`config.mk`:
```
export PLATFORM = sky130hd
export DESIGN_NAME = count_seq_ctrl
export DESIGN_NICKNAME = d
export VERILOG_FILES = /design/src/rtl/count_seq_ctrl.sv
export SDC_FILE = /design/constraint.sdc
export NUM_CORES = 1
export LEC_CHECK = 0
export CORE_MARGIN = 2
export CORE_UTILIZATION = 40
export CTS_BUF_LIST = sky130_fd_sc_hd__clkbuf_4 sky130_fd_sc_hd__clkbuf_8 sky130_fd_sc_hd__clkbuf_16
export CTS_CLUSTER_SIZE = 40
export DETAILED_ROUTE_END_ITERATION = 12
export GPL_ROUTABILITY_DRIVEN = 0
export PLACE_DENSITY = 0.75
export SETUP_SLACK_MARGIN = 0.2
export SLEW_MARGIN = 25
export SYNTH_ARGS = -nofsm -noshare
export SYNTH_HDL_FRONTEND = slang
export SYNTH_SLANG_ARGS = --single-unit
```
`constraint.sdc`:
```
create_clock -name clk -period 2.11 [get_ports clk]
set_clock_uncertainty 0.1 [all_clocks]
set_input_delay 0.422 -clock clk [delete_from_list [all_inputs] [get_ports clk]]
set_output_delay 0.422 -clock clk [all_outputs]
set_load 0.02 [all_outputs]
```
`src/rtl/count_seq_ctrl.sv`:
```
// Sequencer for a loadable up-counter: load a start value, wait for the terminal count, tick, repeat.
// Optional RUN-phase watchdog with an err output when COUNT_SEQ_CTRL_TIMEOUT_EN is defined.
//
// state  | meaning
// -------+-------------------------------------------------------------
// S_IDLE | waiting for start; shadows hold the last accepted config
// S_LOAD | load_out high, counter takes data_out on the next edge
// S_RUN  | comparing cnt_in against the terminal shadow
// S_DONE | final period finished; done and tick high for one cycle
module count_seq_ctrl #(
    parameter int WIDTH = 5,
    parameter int INCR  = 1,
    parameter int REP_W = 4
) (
    input  logic             clk,
    input  logic             rst,
    input  logic             start,
    input  logic             abort,
    input  logic [WIDTH-1:0] cfg_start,
    input  logic [WIDTH-1:0] cfg_term,
    input  logic [REP_W-1:0] cfg_reps,
    input  logic [WIDTH-1:0] cnt_in,
    output logic             load_out,
    output logic [WIDTH-1:0] data_out,
    output logic             busy,
    output logic             tick,
    output logic             done,
    output logic [REP_W-1:0] per_cnt
`ifdef COUNT_SEQ_CTRL_TIMEOUT_EN
    ,
    output logic             err
`endif
);

    typedef enum logic [1:0] {
        S_IDLE = 2'd0,
        S_LOAD = 2'd1,
        S_RUN  = 2'd2,
        S_DONE = 2'd3
    } state_t;

    // A zero step never moves the counter, so the terminal is treated as unreachable.
    localparam bit INCR_OK = (INCR > 0);

    state_t           state, state_nxt;
    logic [WIDTH-1:0] term_q;
    logic [REP_W-1:0] reps_q;
    logic             tick_q, tick_nxt;
    logic             accept, per_inc, reps_dec;
    logic             match;

`ifdef COUNT_SEQ_CTRL_TIMEOUT_EN
    logic [WIDTH-1:0] run_tmr;
    logic             err_q, err_nxt;
    assign err = err_q;
`endif

    assign match    = INCR_OK && (state == S_RUN) && (cnt_in == term_q);
    assign load_out = (state == S_LOAD);
    assign busy     = (state != S_IDLE);
    assign done     = (state == S_DONE);
    assign tick     = tick_q;

    always_comb begin
        state_nxt = state;
        tick_nxt  = 1'b0;
        accept    = 1'b0;
        per_inc   = 1'b0;
        reps_dec  = 1'b0;
`ifdef COUNT_SEQ_CTRL_TIMEOUT_EN
        err_nxt   = 1'b0;
`endif
        case (state)
            S_IDLE: begin
                if (start && !abort) begin
                    accept    = 1'b1;
                    state_nxt = S_LOAD;
                end
            end
            S_LOAD: begin
                state_nxt = abort ? S_IDLE : S_RUN;
            end
            S_RUN: begin
                if (abort) begin
                    state_nxt = S_IDLE;
                end else if (match) begin
                    tick_nxt = 1'b1;
                    per_inc  = 1'b1;
                    if (reps_q == REP_W'(1)) begin
                        state_nxt = S_DONE;
                    end else begin
                        state_nxt = S_LOAD;
                        reps_dec  = (reps_q != '0);
                    end
                end
`ifdef COUNT_SEQ_CTRL_TIMEOUT_EN
                else if (run_tmr == '0) begin
                    err_nxt   = 1'b1;
                    state_nxt = S_IDLE;
                end
`endif
            end
            S_DONE: begin
                state_nxt = S_IDLE;
            end
            default: begin
                state_nxt = S_IDLE;
            end
        endcase
    end

    // data_out doubles as the start-value shadow: it only changes on an accepted start.
    always_ff @(posedge clk) begin
        if (rst) begin
            state    <= S_IDLE;
            tick_q   <= 1'b0;
            data_out <= '0;
            term_q   <= '0;
            reps_q   <= '0;
            per_cnt  <= '0;
        end else begin
            state  <= state_nxt;
            tick_q <= tick_nxt;
            if (accept) begin
                data_out <= cfg_start;
                term_q   <= cfg_term;
                reps_q   <= cfg_reps;
                per_cnt  <= '0;
            end
            if (per_inc) begin
                per_cnt <= per_cnt + REP_W'(1);
            end
            if (reps_dec) begin
                reps_q <= reps_q - REP_W'(1);
            end
        end
    end

`ifdef COUNT_SEQ_CTRL_TIMEOUT_EN
    // Down-counter reloaded in LOAD; reaching zero on the 2^WIDTH-th RUN cycle is the timeout.
    always_ff @(posedge clk) begin
        if (rst) begin
            run_tmr <= '0;
            err_q   <= 1'b0;
        end else begin
            err_q <= err_nxt;
            if (state == S_LOAD) begin
                run_tmr <= '1;
            end else if (state == S_RUN) begin
                run_tmr <= run_tmr - WIDTH'(1);
            end
        end
    end
`endif

endmodule

```
==> impl_results.md, run 1 <==
- H-Tree Depth: 1
- Antenna cell count: 0
- Mapped Cells: 129
- Total grt overflow: 0
- Worst r2r src: reps_q[1]
- Layout cells sized above 1: 21.1%
- R2R Setup Slk: 0.28 ns
- Status: complete, no violations
- DR vias: 1075
- Clock root buffer: clkbuf_4
- Worst Tran Pin Value: 0.416 ns
- Final Cycle Share: 87.3%
- Worst Reg2Reg Path Length in Cells: 7
- Die X: 56.7 um
- Row Count: 19
- Placed Area: 0.00155 mm^2
- Min-delay src: data_out[0]
- CP endpoint kind: output port
- Min-Delay Path Depth: 2
- Yosys reg bits: 21
- Synth warnings: 0
- NumNets Final: 203
- Crit Path Category: reg -> out
- CTS buffer count: 3
- All-Layer GR Usage: 18.1%
- Mapped Nets: between 150 and 200
- I/O pins: 36
- Fin util: approximately three fifths
- Max-slew headroom: 72.3%
- Top delay family on crit path: buffers and inverters
- Critical Path Max Stage Delay: 0.62 ns
- Crit-path cells: clkdlybuf4s50_1
- Hold endpoint: data_out[0]
- Power per Cell Area: approximately 490 mW/mm^2
- Post-layout instance area: between 0.0015 and 0.002 mm^2
- Die ar.: roughly 0.0032 mm^2
- Vias per cell: about 5.2
- Max Root-Sink Buffers: 2
- Sum of negative setup slack: 0 ns
- Drt first pass iters: 4
- CTS tree: built
- Commonest cells after routing, fill and taps aside: clkdlybuf4s50_1 (32), nand2_1 (25), dfxtp_1 (17)
- Most common cell after layout, fill and taps aside: clkdlybuf4s50_1
- First-pass GRT wire length: 4640 um
- Post-synthesis cell type count: 35
- Startpoint type of the worst setup path: register
- Fin. Hold Viols: 0
- Post-route DRC: 0
- Reg clk slew, reported paths: 0.12 ns
- Post-synth ARST share: 0%
- Avg WL per Cell: 13.3 um
- EDFF count, synth: 0
- Worst VDD drop: between 0.0004 and 0.0005 V
- Static Leakage: 0.000680 uW
- Slowest CP cell: clkdlybuf4s50_1
- Bufs and invs on worst path: 1
- Drt total wl: 2750 um
- Max Slew Vio Count: 0
- Filler Cells Inserted: 240
- Dpl hpwl: 1990 um
- F_max: 543 MHz
- WP data arrival: roughly 1.3 ns
- Core Footprint: 0.00269 mm^2
- Final setup viols: 0
- Post-route antenna net violation count: 0
- Synthesized cell area: about 0.0011 mm^2
- FF-to-FF End: reps_q[3]
- Register Area: 428 um^2
- Hold WC Path Type: reg -> reg
- RSZ-0062 raised after global routing: yes
- # Max-Cap Violations: 0
- Top FF cell, synth: dfxtp_1
- Critical path peak fanout: 5
- Clock tree sinks: 21
- Number of global-route vias before repair: 1079
- Register area share after synthesis: 37.9%
- Die Ht: 56.7 um
- Buffers on Ports: 35
- Largest net degree at the start of global routing: 19
- Worst path required time: approximately 1.6 ns
- Initial core utilization: 41.3%
- Worst skew pair latency: 0.30 ns
- Area growth syn-to-layout: 48.4%
- Mean post-synth cell area: 8.60 um^2
- Initial antenna violation count: 0
- Iteration-0 DRC count of the detailed router: 26
- Multi-input gate area: approximately 680 um^2
- Tmin final: 1.84 ns
[what timing repair did]
item                       4_1_cts  5_1_grt
hold buffers                     0        0
setup endpoints to repair        7        5
gates resized for setup          8        9
pin swaps                        3        3
buffers inserted                 3        1
[Yosys cell counts, types with 3 or more instances]
cell type / n / area share [%]
ha_1: 4 / 4.5
nor3_1: 3 / 1.4
dfxtp_1: 21 / 38
nand3_1: 5 / 2.3
clkbuf_1: 3 / 1.0
nor3b_1: 3 / 2.0
nand2_1: 25 / 8.5
mux2_2: 3 / 3.0
inv_1: 4 / 1.4
xor2_1: 5 / 3.9
a21oi_1: 11 / 5.0
nor2_1: 8 / 2.7
and3_1: 4 / 2.3
[worst max path at each step]
stage / from / endpoint / cells after the start
6_report: per_cnt[0] / per_cnt[0] / 1
3_3_place_gp: abort / reps_q[2] / 5
5_1_grt: reps_q[1] / reps_q[3] / 7
4_1_cts: state[0] / load_out / 2
2_1_floorplan: reps_q[0] / reps_q[2] / 6
3_5_place_dp: abort / reps_q[2] / 5
[state kept, by name (all words and copies together), names as in the netlist]
name	count
data_out	5
reps_q	4
term_q	5
tick	1
state	2
per_cnt	4
[kinds of logic (layout without fill, tap and decap cells)]
logic type | count (synthesis) | after routing | share of synthesized area, %
multiplexers | 5 | 5 | 4.85
flip-flops | 21 | 21 | 37.9
XOR/XNOR | 5 | 5 | 3.95
AND/OR/NAND/NOR | 61 | 61 | 28.4
AO/OA/AOI/OAI | 23 | 23 | 16.8
buffers and inverters | 10 | 56 | 3.61
adder cells (fa/ha/maj) | 4 | 4 | 4.51
[worst reg2reg max path: cells and delay by family, from the launching register on]
| kind | cells | cell delay, ns |
|---|---|---|
| compound gates | 3 | 0.61 |
| flops | 1 | 0.38 |
| buf+inv | 2 | 0.26 |
| simple gates | 1 | 0.25 |
| fa+ha+maj | 1 | 0.15 |
[per-layer routing]
metal / up-vias / share of wire [%] / track usage, %
met4: 0 / 0.73 / 5.10
met1: 500 / 44 / 21.2
met3: 2 / 6.2 / 5.53
li1: 544 / - / -
met2: 29 / 49 / 31.7
met5: - / 0 / 0
[power breakdown]
group	internal, uW	switching (uW)
combinational	97.6	83.5
sequential	411	13.4
clock	86.5	122
[cell type report]
| cell class | count | share of cell area, % |
|---|---|---|
| clock buffers | 4 | 1.82 |
| repair buffers | 48 | 27.2 |
| multi-input cells | 98 | 41.4 |
| well taps | 31 | 2.36 |
| inverters | 4 | 1.22 |
| flip-flops and latches | 21 | 26.0 |
[metrics by stage]
step	std cells	total power, uW	hold WS, ns	setup slack, ns
after floorplan	129	516	0.348	0.213
after global placement	198	596	0.341	-0.0174
after detailed placement	198	602	0.348	-0.0546
after CTS	205	817	0.366	0.0740
after global routing	206	857	0.390	0.191
final	206	814	0.363	0.267
(Power assumes the default switching activity.)
==> inputs of run 2 (changes only) <==
- CAP_MARGIN: unset -> 20
- SLEW_MARGIN: 25 -> unset
==> results of run 2 <==
Same layout as run 1: the final DEF is identical, and so are final timing and power.
